### src/rtl/spi_sevenseg_frame_tx_pkg.sv
// Shared definitions for the seven-segment SPI frame transmitter: command
// encodings, frame geometry and the transmit FSM state type.
package spi_sevenseg_frame_tx_pkg;

  localparam logic [1:0] CMD_SHOW    = 2'b10;
  localparam logic [1:0] CMD_SHOW_DP = 2'b01;
  localparam logic [1:0] CMD_BLANK   = 2'b00;

  localparam int FRAME_BITS = 6;

  typedef logic [FRAME_BITS-1:0] frame_t;

  typedef enum logic [1:0] {
    IDLE  = 2'd0,
    SHIFT = 2'd1,
    GAP   = 2'd2
  } state_e;

  // The slave expects the command field ahead of the digit, MSB first.
  function automatic frame_t pack_frame(input logic [1:0] cmd, input logic [3:0] data);
    return {cmd, data};
  endfunction

endpackage

### src/rtl/spi_sevenseg_frame_tx_if.sv
// Command input channel of the frame transmitter.
// A command transfers on every sclk edge where in_valid && in_ready; the
// master holds in_cmd/in_data stable while in_valid is high and not accepted,
// and in_ready never depends on in_valid.
interface spi_sevenseg_frame_tx_if;
  logic       in_valid;
  logic       in_ready;
  logic [1:0] in_cmd;
  logic [3:0] in_data;

  modport master (
    output in_valid,
    output in_cmd,
    output in_data,
    input  in_ready
  );

  modport slave (
    input  in_valid,
    input  in_cmd,
    input  in_data,
    output in_ready
  );
endinterface

### src/rtl/spi_sevenseg_frame_tx_fifo.sv
// Synchronous show-ahead FIFO holding queued display commands.
// Pointers carry one extra wrap bit so full and empty are told apart exactly.
module spi_frame_fifo #(
  parameter int WIDTH = 6,
  parameter int DEPTH = 4
) (
  input  logic             clk_i,
  input  logic             rst_ni,
  input  logic             push_i,
  input  logic             pop_i,
  input  logic [WIDTH-1:0] wdata_i,
  output logic [WIDTH-1:0] rdata_o,
  output logic             full_o,
  output logic             empty_o
);

  localparam int AW = $clog2(DEPTH);
  localparam int PW = AW + 1;

  logic [PW-1:0]    wptr_q, wptr_d;
  logic [PW-1:0]    rptr_q, rptr_d;
  logic [WIDTH-1:0] mem_q [DEPTH];
  logic             do_push, do_pop;

  assign full_o  = (wptr_q[AW] != rptr_q[AW]) && (wptr_q[AW-1:0] == rptr_q[AW-1:0]);
  assign empty_o = (wptr_q == rptr_q);

  // A push is refused when full even if a pop frees a slot on the same edge.
  assign do_push = push_i && !full_o;
  assign do_pop  = pop_i && !empty_o;

  always_comb begin
    wptr_d = wptr_q;
    rptr_d = rptr_q;
    if (do_push) wptr_d = wptr_q + PW'(1);
    if (do_pop)  rptr_d = rptr_q + PW'(1);
  end

  always_ff @(posedge clk_i) begin
    if (!rst_ni) begin
      wptr_q <= '0;
      rptr_q <= '0;
    end else begin
      wptr_q <= wptr_d;
      rptr_q <= rptr_d;
    end
  end

  always_ff @(posedge clk_i) begin
    if (do_push) mem_q[wptr_q[AW-1:0]] <= wdata_i;
  end

  assign rdata_o = mem_q[rptr_q[AW-1:0]];

endmodule

### src/rtl/spi_sevenseg_frame_tx.sv
// Buffers display commands and shifts each out as a 6-bit MSB-first frame
// under an active-low slave select, with a minimum idle gap between frames.
module spi_sevenseg_frame_tx
  import spi_sevenseg_frame_tx_pkg::*;
#(
  parameter int FIFO_DEPTH = 4,
  parameter int GAP_CYCLES = 1
) (
  input  logic                          sclk,
  input  logic                          rst_n,
  spi_sevenseg_frame_tx_if.slave        cmd_if,
  output logic                          mosi,
  output logic                          ss,
  output logic                          busy,
  output logic                          frame_done,
  output logic [7:0]                    frame_count,
  output state_e                        state_o
);

  localparam logic [2:0] LAST_BIT = 3'(FRAME_BITS - 1);
  localparam logic [3:0] GAP_LOAD = 4'(GAP_CYCLES - 1);

  state_e     state_q;
  frame_t     shreg_q;
  logic [2:0] bit_cnt_q;
  logic [3:0] gap_cnt_q;
  logic       mosi_q, ss_q, frame_done_q;
  logic [7:0] frame_count_q;

  logic   fifo_full, fifo_empty;
  frame_t fifo_head;
  logic   push, start_ok, pop;

  assign cmd_if.in_ready = !fifo_full;
  assign push            = cmd_if.in_valid && !fifo_full;

  // A frame may start from IDLE, or straight out of GAP once the gap expires.
  assign start_ok = (state_q == IDLE) || ((state_q == GAP) && (gap_cnt_q == '0));
  assign pop      = start_ok && !fifo_empty;

  spi_frame_fifo #(
    .WIDTH (FRAME_BITS),
    .DEPTH (FIFO_DEPTH)
  ) u_fifo (
    .clk_i   (sclk),
    .rst_ni  (rst_n),
    .push_i  (push),
    .pop_i   (pop),
    .wdata_i (pack_frame(cmd_if.in_cmd, cmd_if.in_data)),
    .rdata_o (fifo_head),
    .full_o  (fifo_full),
    .empty_o (fifo_empty)
  );

  always_ff @(posedge sclk) begin
    if (!rst_n) begin
      state_q       <= IDLE;
      shreg_q       <= '0;
      bit_cnt_q     <= '0;
      gap_cnt_q     <= '0;
      mosi_q        <= 1'b0;
      ss_q          <= 1'b1;
      frame_done_q  <= 1'b0;
      frame_count_q <= '0;
    end else begin
      frame_done_q <= 1'b0;
      if (pop) begin
        state_q   <= SHIFT;
        shreg_q   <= fifo_head;
        mosi_q    <= fifo_head[FRAME_BITS-1];
        ss_q      <= 1'b0;
        bit_cnt_q <= '0;
      end else begin
        unique case (state_q)
          SHIFT: begin
            if (bit_cnt_q == LAST_BIT) begin
              state_q       <= GAP;
              ss_q          <= 1'b1;
              mosi_q        <= 1'b0;
              frame_done_q  <= 1'b1;
              frame_count_q <= frame_count_q + 8'd1;
              gap_cnt_q     <= GAP_LOAD;
            end else begin
              // shreg[5] already went out at frame start; feed the next bit down.
              bit_cnt_q <= bit_cnt_q + 3'd1;
              mosi_q    <= shreg_q[FRAME_BITS-2];
              shreg_q   <= shreg_q << 1;
            end
          end
          GAP: begin
            if (gap_cnt_q == '0) state_q <= IDLE;
            else                 gap_cnt_q <= gap_cnt_q - 4'd1;
          end
          default: begin
            state_q <= IDLE;
            ss_q    <= 1'b1;
            mosi_q  <= 1'b0;
          end
        endcase
      end
    end
  end

  assign mosi        = mosi_q;
  assign ss          = ss_q;
  assign frame_done  = frame_done_q;
  assign frame_count = frame_count_q;
  assign busy        = (state_q != IDLE) || !fifo_empty;
  assign state_o     = state_q;

endmodule

### src/flat_wrapper.sv
// flat-port wrapper written by rule: the top's interface ports become plain ports
module spi_sevenseg_frame_tx_flat import spi_sevenseg_frame_tx_pkg::*;
#(
  parameter int FIFO_DEPTH = 4,
  parameter int GAP_CYCLES = 1
)
  (sclk, rst_n, mosi, ss, busy, frame_done, frame_count, state_o, cmd_if_in_valid, cmd_if_in_cmd, cmd_if_in_data, cmd_if_in_ready);
  spi_sevenseg_frame_tx_if cmd_if_i ();
  input  logic sclk;
  input  logic rst_n;
  output logic mosi;
  output logic ss;
  output logic busy;
  output logic frame_done;
  output logic [7:0] frame_count;
  output state_e state_o;
  input wire logic [$bits(cmd_if_i.in_valid)-1:0] cmd_if_in_valid;
  input wire logic [$bits(cmd_if_i.in_cmd)-1:0] cmd_if_in_cmd;
  input wire logic [$bits(cmd_if_i.in_data)-1:0] cmd_if_in_data;
  output wire logic [$bits(cmd_if_i.in_ready)-1:0] cmd_if_in_ready;
  assign cmd_if_i.in_valid = cmd_if_in_valid;
  assign cmd_if_i.in_cmd = cmd_if_in_cmd;
  assign cmd_if_i.in_data = cmd_if_in_data;
  assign cmd_if_in_ready = cmd_if_i.in_ready;
  spi_sevenseg_frame_tx #(.FIFO_DEPTH(FIFO_DEPTH), .GAP_CYCLES(GAP_CYCLES)) u_core (.sclk(sclk), .rst_n(rst_n), .cmd_if(cmd_if_i), .mosi(mosi), .ss(ss), .busy(busy), .frame_done(frame_done), .frame_count(frame_count), .state_o(state_o));
endmodule
### config.mk
export PLATFORM = sky130hd
export DESIGN_NAME = spi_sevenseg_frame_tx_flat
export DESIGN_NICKNAME = d
export VERILOG_FILES = /design/src/rtl/spi_sevenseg_frame_tx_pkg.sv /design/src/rtl/spi_sevenseg_frame_tx_if.sv /design/src/rtl/spi_sevenseg_frame_tx_fifo.sv /design/src/rtl/spi_sevenseg_frame_tx.sv /design/src/flat_wrapper.sv
export SDC_FILE = /design/constraint.sdc
export NUM_CORES = 1
export LEC_CHECK = 0
export ABC_AREA = 1
export BUFFER_PORTS_ARGS = -buffer_cell sky130_fd_sc_hd__clkbuf_2
export CORE_MARGIN = 4
export CORE_UTILIZATION = 52
export DETAILED_ROUTE_END_ITERATION = 10
export GPL_TIMING_DRIVEN = 0
export PLACE_DENSITY = 0.81
export SYNTH_ARGS = -nofsm -noshare
export SYNTH_HDL_FRONTEND = slang
export SYNTH_HIERARCHICAL = 1
export SYNTH_SLANG_ARGS = --single-unit
export TNS_END_PERCENT = 50
### constraint.sdc
create_clock -name sclk -period 1.95 [get_ports sclk]
set_input_delay 0.2925 -clock sclk [delete_from_list [all_inputs] [get_ports sclk]]
set_output_delay 0.2925 -clock sclk [all_outputs]
set_load 0.01 [all_outputs]
**Word level (Yosys, flattened, before mapping)**

Memories as Yosys holds them, arrays and structs flattened. A register that Yosys moved wholly into a read port is not among the register bits.
Index checks and enable logic that the tools add are counted.

- Bits in registers: 31
- Memories kept: 1
- Output and inout port bits: 15
- Memory bits (writable): 24

Memories:

| name | depth | bits a word | read ports | clocked after Yosys merged registers in | wr ports | line | source |
|---|---|---|---|---|---|---|---|
| u_core.u_fifo.mem_q | 4 | 6 | 1 | 1 | 1 | spi_sevenseg_frame_tx_fifo.sv:22 | `logic [WIDTH-1:0] mem_q [DEPTH];` |

- Equality and inequality tests: 13
- Mux-type cells: 21
- Reduce and logical (&&, ||, !) cells: 24
- $add $sub $neg: 5
- Bitwise operators: 4

Operators with widths:

| cell | number |
|---|---|
| 5-bit two-way mux | 3 |
| 2-bit AND reduction | 5 |
| 3-bit by 1-bit adder with 3-bit output (second input constant) | 3 |
| 8-bit by 1-bit adder with 8-bit output (second input constant) | 1 |
| 1-bit two-way mux | 8 |
| 2-bit two-way mux | 4 |
| 4-bit two-way mux | 2 |
| 2-bit != test (second input constant) | 4 |
| 4-bit one-hot mux with 2 select lines | 1 |
| 1-bit logical AND | 6 |
| 2-bit nonzero test | 3 |
| 4-bit zero test | 1 |
| 1-bit NOT | 4 |
| 1-bit one-hot mux with 2 select lines | 2 |
| 2-bit one-hot mux with 2 select lines | 1 |
| 4-bit AND reduction | 1 |
| 4-bit by 1-bit subtractor with 4-bit output (second input constant) | 1 |
| 3-bit equality test | 1 |
| 3-bit equality test (second input constant) | 1 |
| 3-bit by 2-bit != test with 1-bit output (second input constant) | 1 |
| 3-bit != test (second input constant) | 1 |
| 3-bit AND reduction | 1 |
| 3-bit OR reduction | 1 |
| 2-bit by 1-bit equality test with 1-bit output (second input constant) | 1 |
| other kinds (8) | 10 |

**Depth between registers and ports, before layout**

- Depth in word-level cells: 7
- Mapped depth: 13
- Depth with buffers taken out: 13

**By module**

Netlist, hierarchy kept.

By module, submodules not included:

| module | times used | area each (µm²) | seq. area each (µm²) | cells each |
|---|---|---|---|---|
| spi_frame_fifo | 1 | 1,392.6 | 880.8 | 132 |
| spi_sevenseg_frame_tx | 1 | 1,146.1 | 500.5 | 163 |

**Worst setup path after synthesis**

Ideal clock, no wire load.

- Kind: flip-flop to flip-flop
- From: register u_core.u_fifo.wptr_q[0]
- To: memory u_core.u_fifo.mem_q[0][0], enable pin
- Buffers on the path: 0
- Required time: 1,600 ps
- Period minus slack after synthesis: 1,848 ps
- Arrival: 1,498 ps
- Slack: 102 ps
- Library setup time: 350 ps
- Cell stages (with the launch flop): 9
- Cells stage by stage: dfxtp_1 > inv_1 > nand2_1 > nand2_2 > nand3_4 > inv_1 > nor2_1 > nand2_2 > nor2_1

- Word-level cells in the longest chain between the ends: 7

Ends and longest elaborated chain:

| element | line | source |
|---|---|---|
| start: declaration | spi_sevenseg_frame_tx_fifo.sv:20 | `logic [PW-1:0] wptr_q, wptr_d;` |
| start signal: assignment | spi_sevenseg_frame_tx_fifo.sv:44 | `wptr_q <= wptr_d;` |
| 2-bit equality test | spi_sevenseg_frame_tx_fifo.sv:25 | `assign full_o = (wptr_q[AW] != rptr_q[AW]) && (wptr_q[AW-1:0] == rptr_q[AW-1:0]);` |
| 1-bit logical AND | spi_sevenseg_frame_tx_fifo.sv:25 |  |
| named net u_core.fifo_full | spi_sevenseg_frame_tx.sv:30 | `logic fifo_full, fifo_empty;` |
| 1-bit zero test | spi_sevenseg_frame_tx.sv:35 | `assign push = cmd_if.in_valid && !fifo_full;` |
| 1-bit logical AND | spi_sevenseg_frame_tx.sv:35 |  |
| named net u_core.push | spi_sevenseg_frame_tx.sv:32 | `logic push, start_ok, pop;` |
| 1-bit logical AND | spi_sevenseg_frame_tx_fifo.sv:29 | `assign do_push = push_i && !full_o;` |
| 1-bit two-way mux | spi_sevenseg_frame_tx_fifo.sv:50 | `if (do_push) mem_q[wptr_q[AW-1:0]] <= wdata_i;` |
| 1-bit two-way mux (not written as such) | spi_sevenseg_frame_tx_fifo.sv:50 |  |
| end: declaration | spi_sevenseg_frame_tx_fifo.sv:22 |  |

The timed path passes the listed nets, and every way through them passes these cells.

**Worst setup path in the final report**

- From: register u_core.u_fifo.wptr_q[1]
- To: memory u_core.u_fifo.mem_q[0][1], enable pin

Same word-level chain as after synthesis.

==> summary.md <==
| Metric | Value |
|---|---|
| Fraction of layout cells with a size suffix above 1 | 18.2% |
| Die height | 77.9 um |
| Vias in the first global route | 2,000 |
| Launching point of the worst reg2reg path | u_core/u_fifo/wptr_q[1] |
| Placed cells | 385 |
| CP endpoint kind | flip-flop |
| Max Slew Vio Count | 0 |
| Layout area overhead | 19.5% |
| Worst setup path startpoint | u_core/u_fifo/wptr_q[1] |
| Post-Layout Cell Count | 402 |
| Critical path class | flip-flop to flip-flop |
| Initial antenna violation count | 0 |
| Total GRT Usage | 19.3% |
| Final period util | 90.6% |
| Placer Congestion | 0.792 |
| Hold path start | cmd_if_in_data[1] |
| Post-layout minimum cycle time | 1.77 ns |
| Top-count cell post-synth | nand2_1 |
| Primary FF master, synth | dfxtp_1 |
| WP data arrival | 1.78 ns |
| Final core occ | 64.2% |
| RSZ-0062 raised after global routing | no |
| Worst-path clk slew | 0.07 ns |
| Clock latency on the worst-skew pair | 0.33 ns |
| Routed vias | 2,049 |
| FP Rows | 25 |
| Initial DRC count | 117 |
| Maxcap violations | 0 |
| Final wirelength | 5080 um |
| Synth top area cells | edfxtp_1, dfxtp_1, nand2_1, nor2_1, inv_1 |
| First-pass GRT wire length | 9030 um |
| Chip width | 77.9 um |
| Pre-Repair DR Iteration Count | 4 |
| Clk_skew | 0.00556 ns |
| Setup TNS | 0 ns |
| Nets | 349 |
| I/O Buffers | 23 |
| Hold_buf cts | 0 |
| Area leader, netlist | edfxtp_1 |
| Worst Hold Class | input pin to flip-flop |
| Cell Pwr Density | 1310 nW/um^2 |
| Library cells used by synthesis | 22 |
| CP required | 1.97 ns |
| Worst rel slew slack | 68.8% |
| Syn Nets | 314 |
| Share of Yosys cell area claimed by the top area cell type | 28.4% |
| Finished Cell Area | 3030 sq um |
| Number of synthesized flops with an enable pin | 24 |
| Avg Cell Area, Syn | 8.61 sq um |
| Final setup fails | 0 |
| Kind of start point of the critical path | flip-flop |
| N_diodes | 0 |
| DRC violations left | 0 |
| Initial core utilization | 53.7% |
| Maximum VDD drop | 0.688 mV |
| Clock root cell | clkbuf_8 |
| Sequential fraction of the synthesis area | 54.4% |
| Max Root-Sink Buffers | 2 |
| Yosys Warn Count | 6 |
| Clock sink total | 57 |
| Synth Register Bits | 57 |
| Largest net degree at the start of global routing | 13 |
| Cts bufs inserted | 9 |
| Worst Tran Pin Value | 0.467 ns |
| Mapped Area | 2540 sq um |
| Via density per instance | 5.10 |
| Fmax | 566 MHz |
| Cells after Synth | 295 |
| Final hold viol count | 0 |
| Crit-path max FO | 8 |
| CTS H-tree lvls | 3 |
| Status | finished, final reports clean |
| CTS tree | yes |
| Static leakage | 1.28 nW |
| Filler cells | 372 |
| GRT overflow | 0 |
| Area after DPL | 2740 sq um |
| Commonest cells in the netlist | nand2_1, nor2_1, inv_1 |
| CORE AREA | 4720 sq um |
| Die area | 6060 sq um |
| Setup ws final | 0.183 ns |
| Post-route ant nets | 0 |
| DP HPWL | 3520 um |
| Pre-CTS setup slack | -0.351 ns |
| FFs w/ async S/R, synth | 0% |
| Drt wl/cell | 12.6 um |
| Top-level I/O count | 24 |
logic make-up (layout without fill, tap and decap cells):
family / Yosys count / count (layout) / share of synthesized area [%]
simple gates: 137 / 137 / 24.1
flops: 57 / 57 / 54.4
compound gates: 47 / 47 / 9.56
buf+inv: 42 / 82 / 6.31
fa+ha+maj: 10 / 10 / 4.93
xor+xnor: 2 / 2 / 0.690
per-layer routing:
layer	track usage [%]	part of all wire (%)	wire (um)	vias to the layer above
li1	-	-	-	1039
met1	22.6	43	2200	971
met2	32.3	50	2540	27
met3	5.68	4.3	220	12
met4	9.07	2.3	117	0
met5	0	0	0	-
power by group:
part	internal (mW)	total, mW	switching, mW
registers	1.44	1.57	0.129
logic	0.392	1.10	0.707
clock network	0.837	1.30	0.462
worst max-delay path, cell delays in order (launching register included):
cell and delay, ns:
dfxtp_1 0.40, inv_1 0.10, nand2_1 0.08, nand2_2 0.08, nand3_4 0.14, inv_1 0.10, nor2_4 0.18, nand2_4 0.13
nor2_4 0.24
metrics by stage:
| step | total power, mW | hold slack, ns |
|---|---|---|
| floorplan | 2.32 | 0.391 |
| global placement | 2.54 | 0.460 |
| detailed placement | 2.59 | 0.467 |
| CTS | 3.94 | 0.164 |
| global route | 4.22 | 0.169 |
| finish | 3.97 | 0.177 |
sequential cells by signal, summed over array words and instances (netlist names), named ones only:
name,count
u_core/mosi,1
u_core/u_fifo/wptr_q,3
u_core/u_fifo/rptr_q,3
u_core/gap_cnt_q,4
u_core/ss,1
u_core/frame_count,8
u_core/shreg_q,5
u_core/bit_cnt_q,3
u_core/state_o,2
u_core/frame_done,1
u_core/u_fifo/mem_q,24
cells in the final DEF, fill, tap and decap left out, types with 3 or more instances in the layout:
master,Yosys,routed
nand3_1,25,25
a21oi_1,23,23
nand2_1,53,53
dfxtp_1,33,32
nor2_1,43,37
ha_1,10,10
bufinv_16,0,3
o22ai_1,6,6
nand2_2,7,5
inv_1,37,37
clkbuf_8,0,9
nor2_4,1,7
edfxtp_1,24,24
o21ai_0,18,18
clkinv_2,0,3
clkbuf_2,0,23
layout make-up:
type	count	area [sq um]	share of cell area, %
repair buffers	24	123	4.04
multi-input cells	196	1050	34.7
clock inverters	7	109	3.59
well taps	67	83.8	2.76
flip-flops and latches	57	1380	45.6
inverters	39	146	4.82
plain buffers	3	13.8	0.454
clock buffers	9	124	4.08
worst paths after layout:
check	cells after the start	slack, ns	to
setup / recovery	8	0.18	u_core/u_fifo/mem_q[0][1]
hold / removal	1	0.18	u_core/u_fifo/mem_q[3][1]
setup reg to reg	8	0.18	u_core/u_fifo/mem_q[0][1]
hold reg to reg	2	0.48	u_core/frame_count[6]
repair_timing:
item	CTS	global route
setup buffers	0	1
cloned	0	0
pin swaps	0	3
gates resized for setup	8	7
setup endpoints to repair	29	29
(Power assumes the default switching activity.)
